[config.mk]
export PLATFORM = sky130hd
export DESIGN_NAME = coin_acceptor
export DESIGN_NICKNAME = d
export VERILOG_FILES = /design/src/rtl/coin_acceptor.sv
export SDC_FILE = /design/constraint.sdc
export NUM_CORES = 1
export LEC_CHECK = 0
export ABC_AREA = 0
export BUFFER_PORTS_ARGS = -buffer_cell sky130_fd_sc_hd__buf_2
export CAP_MARGIN = 20
export CORE_UTILIZATION = 45
export CTS_BUF_LIST = sky130_fd_sc_hd__clkbuf_8
export DETAILED_ROUTE_END_ITERATION = 10
export MAX_ROUTING_LAYER = met4
export PLACE_DENSITY_LB_ADDON = 0.3
export SETUP_SLACK_MARGIN = 0.15
export SYNTH_ARGS = -nofsm -noshare
export SYNTH_HDL_FRONTEND = slang
export SYNTH_SLANG_ARGS = --single-unit
[constraint.sdc]
create_clock -name clk -period 2.75 [get_ports clk]
set_input_delay 0.1375 -clock clk [delete_from_list [all_inputs] [get_ports clk]]
set_output_delay 0.1375 -clock clk [all_outputs]
set_load 0.03 [all_outputs]
[src/rtl/coin_acceptor.sv]
// Coin acceptor front end: measures synchronised sensor pulse widths,
// classifies them into dime/nickel/quarter/reject, detects jams, keeps credit.
module coin_acceptor #(
   parameter int CNT_W    = 8,
   parameter int CREDIT_W = 8,
   parameter int D_MIN    = 2,
   parameter int D_MAX    = 4,
   parameter int N_MIN    = 6,
   parameter int N_MAX    = 8,
   parameter int Q_MIN    = 10,
   parameter int Q_MAX    = 12,
   parameter int D_VAL    = 10,
   parameter int N_VAL    = 5,
   parameter int Q_VAL    = 25,
   parameter int JAM_LIM  = 20
) (
   input  logic                clk,
   input  logic                reset,
   input  logic                coinSensor,
   input  logic                creditClr,
   output logic                dimeDetected,
   output logic                nickelDetected,
   output logic                quarterDetected,
   output logic                rejectDetected,
   output logic                jam,
   output logic [CREDIT_W-1:0] credit,
   output logic                creditOvf
);

   typedef enum logic [1:0] {IDLE, MEASURE, JAM} state_t;

   localparam logic [CNT_W-1:0] D_LO = CNT_W'(D_MIN);
   localparam logic [CNT_W-1:0] D_HI = CNT_W'(D_MAX);
   localparam logic [CNT_W-1:0] N_LO = CNT_W'(N_MIN);
   localparam logic [CNT_W-1:0] N_HI = CNT_W'(N_MAX);
   localparam logic [CNT_W-1:0] Q_LO = CNT_W'(Q_MIN);
   localparam logic [CNT_W-1:0] Q_HI = CNT_W'(Q_MAX);
   localparam logic [CNT_W-1:0] J_LIM = CNT_W'(JAM_LIM);
   localparam logic [CREDIT_W:0] C_MAX = {1'b0, {CREDIT_W{1'b1}}};

   state_t              state_q, state_d;
   logic [CNT_W-1:0]    cnt_q, cnt_d;
   logic                sync1_q, s_q;
   logic                dime_q, dime_d;
   logic                nick_q, nick_d;
   logic                quar_q, quar_d;
   logic                rej_q, rej_d;
   logic                jam_q, jam_d;
   logic [CREDIT_W-1:0] credit_q, credit_d;
   logic                ovf_q, ovf_d;

   logic                meas_end, in_d, in_n, in_q, add;
   logic [CREDIT_W-1:0] add_val;
   logic [CREDIT_W:0]   sum;

   always_ff @(posedge clk or posedge reset) begin
      if (reset) begin
         sync1_q <= 1'b0;
         s_q     <= 1'b0;
      end else begin
         sync1_q <= coinSensor;
         s_q     <= sync1_q;
      end
   end

   always_ff @(posedge clk or posedge reset) begin
      if (reset) begin
         state_q <= IDLE;
         cnt_q   <= '0;
      end else begin
         state_q <= state_d;
         cnt_q   <= cnt_d;
      end
   end

   always_comb begin
      state_d = state_q;
      cnt_d   = cnt_q;
      unique case (state_q)
         IDLE: begin
            cnt_d = '0;
            if (s_q) begin
               cnt_d   = CNT_W'(1);
               state_d = MEASURE;
            end
         end
         MEASURE: begin
            if (s_q) begin
               if (cnt_q == J_LIM) state_d = JAM;
               else if (cnt_q != '1) cnt_d = cnt_q + 1'b1;
            end else begin
               state_d = IDLE;
               cnt_d   = '0;
            end
         end
         JAM: begin
            if (!s_q) begin
               state_d = IDLE;
               cnt_d   = '0;
            end
         end
         default: begin
            state_d = IDLE;
            cnt_d   = '0;
         end
      endcase
   end

   // Window priority: dime over nickel over quarter.
   always_comb begin
      meas_end = (state_q == MEASURE) && !s_q;
      in_d     = (cnt_q >= D_LO) && (cnt_q <= D_HI);
      in_n     = (cnt_q >= N_LO) && (cnt_q <= N_HI);
      in_q     = (cnt_q >= Q_LO) && (cnt_q <= Q_HI);
      dime_d   = meas_end && in_d;
      nick_d   = meas_end && !in_d && in_n;
      quar_d   = meas_end && !in_d && !in_n && in_q;
      rej_d    = meas_end && !(in_d || in_n || in_q);
      jam_d    = (state_d == JAM);
      add      = dime_d || nick_d || quar_d;
      add_val  = '0;
      if (dime_d)      add_val = CREDIT_W'(D_VAL);
      else if (nick_d) add_val = CREDIT_W'(N_VAL);
      else if (quar_d) add_val = CREDIT_W'(Q_VAL);
      sum      = {1'b0, credit_q} + {1'b0, add_val};
      credit_d = credit_q;
      ovf_d    = ovf_q;
      if (creditClr) begin
         credit_d = add ? add_val : '0;
         ovf_d    = 1'b0;
      end else if (add) begin
         if (sum > C_MAX) begin
            credit_d = '1;
            ovf_d    = 1'b1;
         end else begin
            credit_d = sum[CREDIT_W-1:0];
         end
      end
   end

   always_ff @(posedge clk or posedge reset) begin
      if (reset) begin
         dime_q   <= 1'b0;
         nick_q   <= 1'b0;
         quar_q   <= 1'b0;
         rej_q    <= 1'b0;
         jam_q    <= 1'b0;
         credit_q <= '0;
         ovf_q    <= 1'b0;
      end else begin
         dime_q   <= dime_d;
         nick_q   <= nick_d;
         quar_q   <= quar_d;
         rej_q    <= rej_d;
         jam_q    <= jam_d;
         credit_q <= credit_d;
         ovf_q    <= ovf_d;
      end
   end

   assign dimeDetected    = dime_q;
   assign nickelDetected  = nick_q;
   assign quarterDetected = quar_q;
   assign rejectDetected  = rej_q;
   assign jam             = jam_q;
   assign credit          = credit_q;
   assign creditOvf       = ovf_q;

endmodule

==> results.py, run 1 <==
metrics = {
    "timing": {
        "setup-tns-final_ps": -526,
        "max_freq_mhz": 348,
        "drv_slew": 0,
        "worst_pin_slew_ps": 676,
        "fin_worst_skew_ps": 3.38,
        "hold_violations": 0,
        "final-setup-viol-count": 8,
        "rsz0062_at_grt": "yes",
        "whs_ps": 212,
        "min_period_ps": 2870,
        "period_share": 1.04,
        "finalWorstSetupSlack_ps": -123,
        "slew-limit-headroom": 0.549,
    },
    "critical_path": {
        "crit_type": "reg2reg",
        "crit_start": "cnt_q[6]$_DFFE_PP0P_",
        "crit_fanout": 4,
        "cp-start-kind": "flop",
        "timing.rr.start": "cnt_q[6]$_DFFE_PP0P_",
        "worstPathArrival_ps": 3090,
        "crit_required_ps": 2960,
        "end_kind": "flop",
    },
    "global_routing": {
        "grtUsageTotal": 0.237,
        "grt_max_degree": 27,
        "grt_pass1_wl_um": 7270,
        "grt_use_met1": 0.297,
        "use_met3": 0.0308,
        "antenna_found_initial": 0,
        "grt_overflow": 0,
        "use_met2": 0.384,
        "grt_pass1_vias": 1642,
        "top_usage_layer": "met2",
    },
    "yosys": {
        "ys_types": 48,
        "synth.net_count": 193,
        "seq_area_frac_synth": 0.387,
        "synth_edf_count": 0,
        "syn-instance-count": 180,
        "synth_area_um2": 1680,
        "ys_ff_latch": 26,
        "synthArstFlopShare": 1.00,
        "synth-main-ff-cell": "dfrtp_1",
        "syn_avg_cell_area_um2": 9.35,
        "ys_warn_count": 0,
    },
    "finish": {
        "nFillCells": 271,
        "n_antenna_cell": 0,
        "layout.nets": 248,
        "final_common_cell": "buf_4",
        "regArea_um2": 651,
        "layout_common_cells": "37 x buf_4, 26 x dfrtp_1, 17 x buf_2",
        "areaGrowthSynthToFinish_pct": 33.1,
        "drive_gt1_frac": 0.338,
        "multiInputGateArea_um2": 1020,
    },
    "detailed_routing": {
        "drtAntennaViolNets": 0,
        "drc": 0,
        "drt_iter0_markers": 116,
        "first_pass_iters": 4,
        "via_count": 1657,
        "wl_um": 4380,
        "vias_per_cell": 5.92,
        "wl_per_cell_um": 15.6,
    },
    "clock_tree": {
        "htreeDepth": 1,
        "cts_tree": "yes",
        "ctsRootBufferMaster": "clkbuf_8",
        "cts.sinks": 26,
        "clkLatencyLatePin_ps": 270,
        "clk_pin_slew_ps": 90,
        "cts_made_buffers": 3,
        "cts_buffer_depth": 2,
    },
    "outcome": {
        "failed_checks": "negative setup slack",
        "status": "finished with violations",
    },
    "floorplan": {
        "ios": 18,
        "coreArea_um2": 3470,
        "die-area_um2": 3990,
        "fp.dieW_um": 63.2,
        "die_height_um": 63.2,
        "initial_core_util": 0.485,
        "num_rows": 21,
    },
    "hold_path": {
        "worstHoldStart": "creditClr",
        "min_path_type": "in2reg",
    },
    "pwr": {
        "peakVddDrop_mv": 0.304,
        "p_leak_nw": 1.07,
        "p_per_area_nw_per_um2": 354,
    },
    "place": {
        "dpl.hpwl_um": 2810,
        "port_buffers": 17,
        "place.gp.congestion": 0.902,
        "place_ws_ps": -65.6,
    },
    "run": {
        "drv_cap": 0,
    },
}
## worst max-delay path, stage by stage (launching register included)
cell and delay, ps:
dfrtp_1 400, or4_4 540, or3_4 440, a2111oi_4 240, ha_1 300, a21o_1 190
a22o_1 240, nor2b_1 140, a31oi_1 180, o21a_1 150
## cells in the mapped netlist (all sizes together) (2+ instances only)
cell type  number  area, um^2
o211ai          3        22.5
o31ai           6        45.0
nand4           4        25.0
nand2          12        45.0
a21boi          2        15.0
and3            6        37.5
dfrtp          26         651
a21oi          11        55.1
o2111ai         2        23.8
nor3           11        66.3
o21a            2        15.0
a22o            2        17.5
or3             3        23.8
a21o            4        30.0
clkbuf          5        18.8
nand3          12        72.6
nor2           11        41.3
or4             2        18.8
nor4            2        12.5
xnor2           3        26.3
nor2b           8        50.1
o32a            2        20.0
inv             8        30.0
nand2b          3        18.8
buf             3        21.3
o21ai           4        20.0
ha              8         100
## per-layer routing
layer	routed length [um]	vias to the layer above	part of all wire
met5	0	-	0
met4	85	0	0.019
met3	214	12	0.049
met2	2190	68	0.50
met1	1890	800	0.43
li1	-	777	-
## state kept, by name, summed over array words and instances (netlist names)
name             cells
state_q              2
sync1_q              1
quarterDetected      1
rejectDetected       1
jam                  1
s_q                  1
cnt_q                8
nickelDetected       1
credit               8
dimeDetected         1
creditOvf            1
## cells by family after synthesis
group	count (synthesis)	share of synthesized area
adder cells (fa/ha/maj)	9	0.0714
multiplexers	1	0.00595
buffers and inverters	16	0.0416
XOR/XNOR	4	0.0208
AND/OR/NAND/NOR	78	0.265
AO/OA/AOI/OAI	46	0.209
flip-flops	26	0.387
## layout make-up
class	instances	area share
multi-input combinational	138	0.458
sequential	26	0.291
timing repair buffer	58	0.188
tap	46	0.0257
clock buffer	4	0.0246
inverter	8	0.0134
## per-stage QoR
| step | instance area, um^2 | total power (W) | utilization | std cells |
|---|---|---|---|---|
| floorplan | 1710 | 0.000491 | - | 180 |
| global placement | 1970 | 0.000531 | 0.569 | 256 |
| detailed placement | 1970 | 0.000534 | 0.569 | 256 |
| CTS | 2170 | 0.000786 | 0.625 | 275 |
| global route | 2240 | 0.000831 | 0.646 | 280 |
| finish | 2240 | 0.000793 | 0.646 | 280 |
## report_power, final
group | switching (W) | total, W | internal (W)
combinational | 0.0000825 | 0.000142 | 0.0000591
sequential | 0.00000898 | 0.000401 | 0.000392
clock | 0.000122 | 0.000250 | 0.000128
## what timing repair did
item | 4_1_cts | 5_1_grt
buffers inserted | 14 | 3
pin swaps | 6 | 4
hold buffers | 1 | 1
resized for setup | 6 | 3
hold endpoints to repair | 1 | 8
endpoints found under the setup margin | 9 | 9
## final timing paths
path | end | slack [ps] | cells past startpoint
max in group asynchronous | dimeDetected$_DFF_PP0_ | 1930 | 4
worst max-delay path | credit[7]$_DFFE_PP0P_ | -120 | 9
worst min-delay path | credit[5]$_DFFE_PP0P_ | 210 | 2
worst max register to register | credit[7]$_DFFE_PP0P_ | -120 | 9
worst min register to register | s_q$_DFF_PP0_ | 370 | 0
min in group asynchronous | cnt_q[5]$_DFFE_PP0P_ | 390 | 3
Note: power is estimated with default switching activity, not from simulation.
==> inputs of run 2 (changes only) <==
- CELL_PAD_IN_SITES_DETAIL_PLACEMENT: unset -> 0
- CELL_PAD_IN_SITES_GLOBAL_PLACEMENT: unset -> 1
- CORE_UTILIZATION: 45 -> 42
- MAX_ROUTING_LAYER: met4 -> unset
==> results.py, run 2 (same netlist as run 1, synthesis figures left out) <==
metrics = {
    "critical_path": {
        "slowest_delay_ps": 530,
        "path_delay_family": "simple AND/OR/NAND/NOR gates",
        "reg2reg_slack_ps": -120,
        "path_cells": "or4_4 > or3_4 > a2111oi_4 > ha_1 > a21o_1 > a22o_1 > nor2b_1 > a31oi_1 > o21a_1",
        "crit_required_ps": 2970,
        "crit_slowest_cell": "or4_4",
        "crit_fanout": 4,
        "end_kind": "flop",
        "cp-start-kind": "flop",
        "worstPathArrival_ps": 3090,
        "crit_start": "cnt_q[6]$_DFFE_PP0P_",
        "timing.rr.start": "cnt_q[6]$_DFFE_PP0P_",
        "rr_worst_depth": 9,
        "rr_endpoint": "credit[7]$_DFFE_PP0P_",
        "crit_type": "reg2reg",
        "cp_num_buf_inv": 0,
    },
    "pwr": {
        "report.power.total_w": 0.000755,
        "p_per_area_nw_per_um2": 352,
        "p_leak_nw": 1.02,
        "peakVddDrop_mv": 0.166,
    },
    "clock_tree": {
        "cts.sinks": 26,
        "clkLatencyLatePin_ps": 270,
        "cts_buffer_depth": 2,
        "ctsRootBufferMaster": "clkbuf_8",
        "cts_made_buffers": 3,
        "htreeDepth": 1,
        "cts_tree": "yes",
        "clk_pin_slew_ps": 90,
    },
    "floorplan": {
        "ios": 18,
        "die_height_um": 65.3,
        "die-area_um2": 4260,
        "coreArea_um2": 3740,
        "fp.dieW_um": 65.3,
        "num_rows": 22,
        "initial_core_util": 0.450,
    },
    "finish": {
        "final_common_cell": "buf_4",
        "areaGrowthSynthToFinish_pct": 27.4,
        "drive_gt1_frac": 0.296,
        "finish.instance_area_um2": 2140,
        "layout_common_cells": "31 x buf_4, 26 x dfrtp_1, 17 x buf_2",
        "layout.nets": 241,
        "n_antenna_cell": 0,
    },
    "global_routing": {
        "grt_pass1_wl_um": 6780,
        "grt_overflow": 0,
        "grt_max_degree": 27,
        "antenna_found_initial": 0,
        "grtUsageTotal": 0.207,
        "grt_pass1_vias": 1517,
    },
    "detailed_routing": {
        "wl_um": 3920,
        "drtAntennaViolNets": 0,
        "wl_per_cell_um": 14.3,
        "vias_per_cell": 5.68,
        "first_pass_iters": 4,
        "drc": 0,
        "drt_iter0_markers": 46,
        "via_count": 1557,
    },
    "place": {
        "dpl.hpwl_um": 3000,
        "port_buffers": 17,
        "place_ws_ps": -120,
        "placed_area_um2": 2000,
        "place.gp.congestion": 0.868,
    },
    "hold_path": {
        "whs_path_depth": 2,
        "worstHoldStart": "creditClr",
        "min_path_type": "in2reg",
        "min_to": "creditOvf$_DFFE_PP0P_",
    },
    "timing": {
        "max_freq_mhz": 348,
        "final-setup-viol-count": 9,
        "fin_worst_skew_ps": 1.71,
        "period_share": 1.04,
        "finalWorstSetupSlack_ps": -120,
        "worst_pin_slew_ps": 627,
        "rsz0062_at_grt": "yes",
        "whs_ps": 212,
        "slew-limit-headroom": 0.582,
        "setup-tns-final_ps": -480,
        "hold_violations": 0,
        "min_period_ps": 2870,
        "drv_slew": 0,
    },
    "outcome": {
        "status": "finished with violations",
        "failed_checks": "negative setup slack",
    },
    "run": {
        "drv_cap": 0,
    },
}
run 2: cell count changes in the layout (fill, tap and decap cells not counted):
cell / change
clkbuf_8: -1
nor3_1: +3
and3_1: +1
nor3_2: -3
a21oi_4: -1
and3_4: -1
o21ai_1: -1
o21ai_0: +1
buf_6: -1
a21oi_2: +1
buf_4: -6
run 2: repair_timing:
action,4_1_cts,5_1_grt
hold buffers,1,1
hold endpoints to repair,1,8
buffers inserted,3,3
setup endpoints to repair,9,9
pin swaps,5,0
gates resized for setup,1,1
run 2: layer usage:
metal | GRT usage | vias to the layer above | part of all wire
met3 | 0.0226 | 7 | 0.028
met5 | 0 | - | 0
met2 | 0.387 | 30 | 0.53
met4 | 0.0951 | 0 | 0.020
met1 | 0.233 | 755 | 0.42
li1 | - | 765 | -
run 2: worst reg2reg max path, cell delays in order, from the launching register on:
cell	delay, ps
dfrtp_1	390
or4_4	530
or3_4	420
a2111oi_4	330
ha_1	310
a21o_1	170
a22o_1	240
nor2b_1	140
a31oi_1	160
o21a_1	130
run 2: power breakdown:
| group | switching, W | total (W) | internal [W] | leakage (nW) |
|---|---|---|---|---|
| logic | 0.0000795 | 0.000138 | 0.0000580 | 0.645 |
| clock network | 0.000119 | 0.000218 | 0.0000984 | 0.0216 |
| registers | 0.00000779 | 0.000400 | 0.000392 | 0.352 |
run 2: metrics by stage:
step | std cells | utilization
after floorplan | 180 | -
after global placement | 262 | 0.535
after detailed placement | 262 | 0.535
after CTS | 269 | 0.556
after global routing | 274 | 0.573
final | 274 | 0.573
run 2: layout make-up:
class | instances | area (um^2)
multi-input combinational | 138 | 997
fill | 355 | 1600
clock buffer | 3 | 41.3
inverter | 8 | 30.0
tap | 48 | 60.1
timing repair buffer | 51 | 365
sequential | 26 | 651
run 2: worst max-delay path by stage:
stage                       endpoint  slack (ps)  cells after the start
4_1_cts        credit[7]$_DFFE_PP0P_        -110                      9
3_3_place_gp   credit[7]$_DFFE_PP0P_         -40                      9
3_5_place_dp   credit[7]$_DFFE_PP0P_        -120                      9
2_1_floorplan  credit[7]$_DFFE_PP0P_         -30                     10
5_1_grt        credit[3]$_DFFE_PP0P_        -260                      9
6_report       credit[7]$_DFFE_PP0P_        -120                      9
==> inputs of run 3 (changes only) <==
- BUFFER_PORTS_ARGS: -buffer_cell sky130_fd_sc_hd__buf_2 -> unset
- CORE_UTILIZATION: 42 -> 45
- DONT_BUFFER_PORTS: unset -> 1
- GPL_TIMING_DRIVEN: unset -> 0
- RECOVER_POWER: unset -> 100
==> results.py, run 3 (same netlist as run 1, synthesis figures left out) <==
metrics = {
    "place": {
        "place.gp.congestion": 0.837,
        "dp.cells": 226,
        "port_buffers": 0,
        "dpl.hpwl_um": 2750,
        "place_ws_ps": -266,
    },
    "detailed_routing": {
        "first_pass_iters": 6,
        "via_count": 1517,
        "wl_per_cell_um": 16.5,
        "drtAntennaViolNets": 0,
        "drc": 0,
        "vias_per_cell": 6.12,
        "drt_iter0_markers": 56,
        "wl_um": 4100,
    },
    "timing": {
        "slew-limit-headroom": 0.206,
        "drv_slew": 0,
        "period_share": 1.11,
        "final-setup-viol-count": 9,
        "fin_worst_skew_ps": 2.36,
        "hold_violations": 0,
        "rsz0062_at_grt": "yes",
        "worst_pin_slew_ps": 1190,
        "min_period_ps": 3060,
        "max_freq_mhz": 327,
        "finalWorstSetupSlack_ps": -312,
    },
    "global_routing": {
        "grt_max_degree": 27,
        "antenna_found_initial": 0,
        "grt_overflow": 0,
        "grt_pass1_wl_um": 6940,
        "grt_pass1_vias": 1440,
        "grtUsageTotal": 0.221,
    },
    "floorplan": {
        "die_height_um": 63.2,
        "die-area_um2": 3990,
        "num_rows": 21,
        "coreArea_um2": 3470,
        "ios": 18,
        "initial_core_util": 0.485,
        "fp.dieW_um": 63.2,
    },
    "critical_path": {
        "worstPathArrival_ps": 3230,
        "crit_required_ps": 2920,
        "cp-start-kind": "flop",
        "rr_endpoint": "credit[7]$_DFFE_PP0P_",
        "crit_type": "reg2reg",
        "reg2reg_slack_ps": -310,
        "end_kind": "flop",
        "crit_fanout": 4,
        "timing.rr.start": "cnt_q[4]$_DFFE_PP0P_",
        "rr_worst_depth": 10,
    },
    "clock_tree": {
        "cts_made_buffers": 3,
        "cts.sinks": 26,
        "cts_tree": "yes",
        "cts_buffer_depth": 2,
        "ctsRootBufferMaster": "clkbuf_8",
        "htreeDepth": 1,
        "clkLatencyLatePin_ps": 270,
        "clk_pin_slew_ps": 90,
    },
    "pwr": {
        "pwr-share-comb": 0.119,
        "p_per_area_nw_per_um2": 411,
        "power_switching_w": 0.000213,
        "seqPwrFrac": 0.497,
        "intPower_w": 0.000627,
        "p_leak_nw": 0.880,
        "clockPowerShare": 0.385,
        "p_sw_frac": 0.254,
        "peakVddDrop_mv": 0.401,
    },
    "hold_path": {
        "whs_path_depth": 2,
        "min_to": "credit[7]$_DFFE_PP0P_",
        "worstHoldStart": "creditClr",
        "min_path_type": "in2reg",
    },
    "outcome": {
        "status": "finished with violations",
        "failed_checks": "negative setup slack",
    },
    "finish": {
        "areaGrowthSynthToFinish_pct": 21.5,
        "final_common_cell": "dfrtp_1",
        "layout.nets": 216,
        "n_antenna_cell": 0,
        "fin_cells": 248,
        "drive_gt1_frac": 0.233,
        "utilization": 0.589,
        "nFillCells": 311,
        "layout_common_cells": "23 x dfrtp_1, 12 x nand2_1, 12 x buf_4",
    },
    "run": {
        "drv_cap": 0,
    },
}
-- run 3: critical path: stages (launching register included) --
cell and delay [ps]:
dfrtp_1 390, buf_6 120, or4_4 480, or3_4 390
a2111oi_4 450, ha_1 310, a21o_1 190, a22o_1 240
nor2_2 150, nor4_1 70, o21a_1 170
-- run 3: layer usage --
metal / vias up / GRT usage / wire (um)
li1: 714 / - / -
met1: 765 / 0.296 / 1970
met2: 36 / 0.363 / 1980
met3: 2 / 0.0562 / 137
met4: 0 / 0.0349 / 13
met5: - / 0 / 0
-- run 3: through the flow --
step	area, um^2	TNS [ps]	power, W	hold WS, ps
6_report	2040	-2400	0.000839	12.4
3_3_place_gp	1770	-1490	0.000508	169
4_1_cts	1940	-1500	0.000844	4.76
5_1_grt	2040	-3670	0.000874	25.3
2_1_floorplan	1710	-117	0.000491	169
3_5_place_dp	1770	-2040	0.000513	169
-- run 3: how the worst max path moves through the flow --
| stage | cells past startpoint | start | endpoint |
|---|---|---|---|
| floorplan | 10 | cnt_q[4]$_DFFE_PP0P_ | credit[7]$_DFFE_PP0P_ |
| global placement | 9 | cnt_q[5]$_DFFE_PP0P_ | credit[7]$_DFFE_PP0P_ |
| detailed placement | 9 | cnt_q[5]$_DFFE_PP0P_ | credit[7]$_DFFE_PP0P_ |
| CTS | 9 | cnt_q[6]$_DFFE_PP0P_ | credit[7]$_DFFE_PP0P_ |
| global route | 10 | cnt_q[4]$_DFFE_PP0P_ | credit[7]$_DFFE_PP0P_ |
| finish | 10 | cnt_q[4]$_DFFE_PP0P_ | credit[7]$_DFFE_PP0P_ |
-- run 3: repair_timing --
item | in CTS | in global routing
setup endpoints to repair | 9 | 9
buffers inserted | 7 | 7
hold buffers | 2 | 1
hold endpoints to repair | 4 | 15
pin swaps | 11 | 12
gates resized for setup | 7 | 9
-- run 3: power by group through the flow --
stage / Sequential [W] / Clock [W] / Combinational (W)
2_1_floorplan: 0.000421 / 0 / 0.0000703
3_3_place_gp: 0.000424 / 0 / 0.0000840
3_5_place_dp: 0.000424 / 0 / 0.0000882
4_1_cts: 0.000417 / 0.000332 / 0.0000946
5_1_grt: 0.000418 / 0.000343 / 0.000112
6_report: 0.000417 / 0.000323 / 0.0000998
-- run 3: layout make-up --
class	instances	area [um^2]	area share
Multi-Input combinational cell	138	1040	0.511
Sequential cell	26	654	0.320
Timing Repair Buffer	18	146	0.0716
Tap cell	46	57.6	0.0282
Clock buffer	3	41.3	0.0202
Buffer	8	40.0	0.0196
Clock inverter	1	30.0	0.0147
Inverter	8	30.0	0.0147
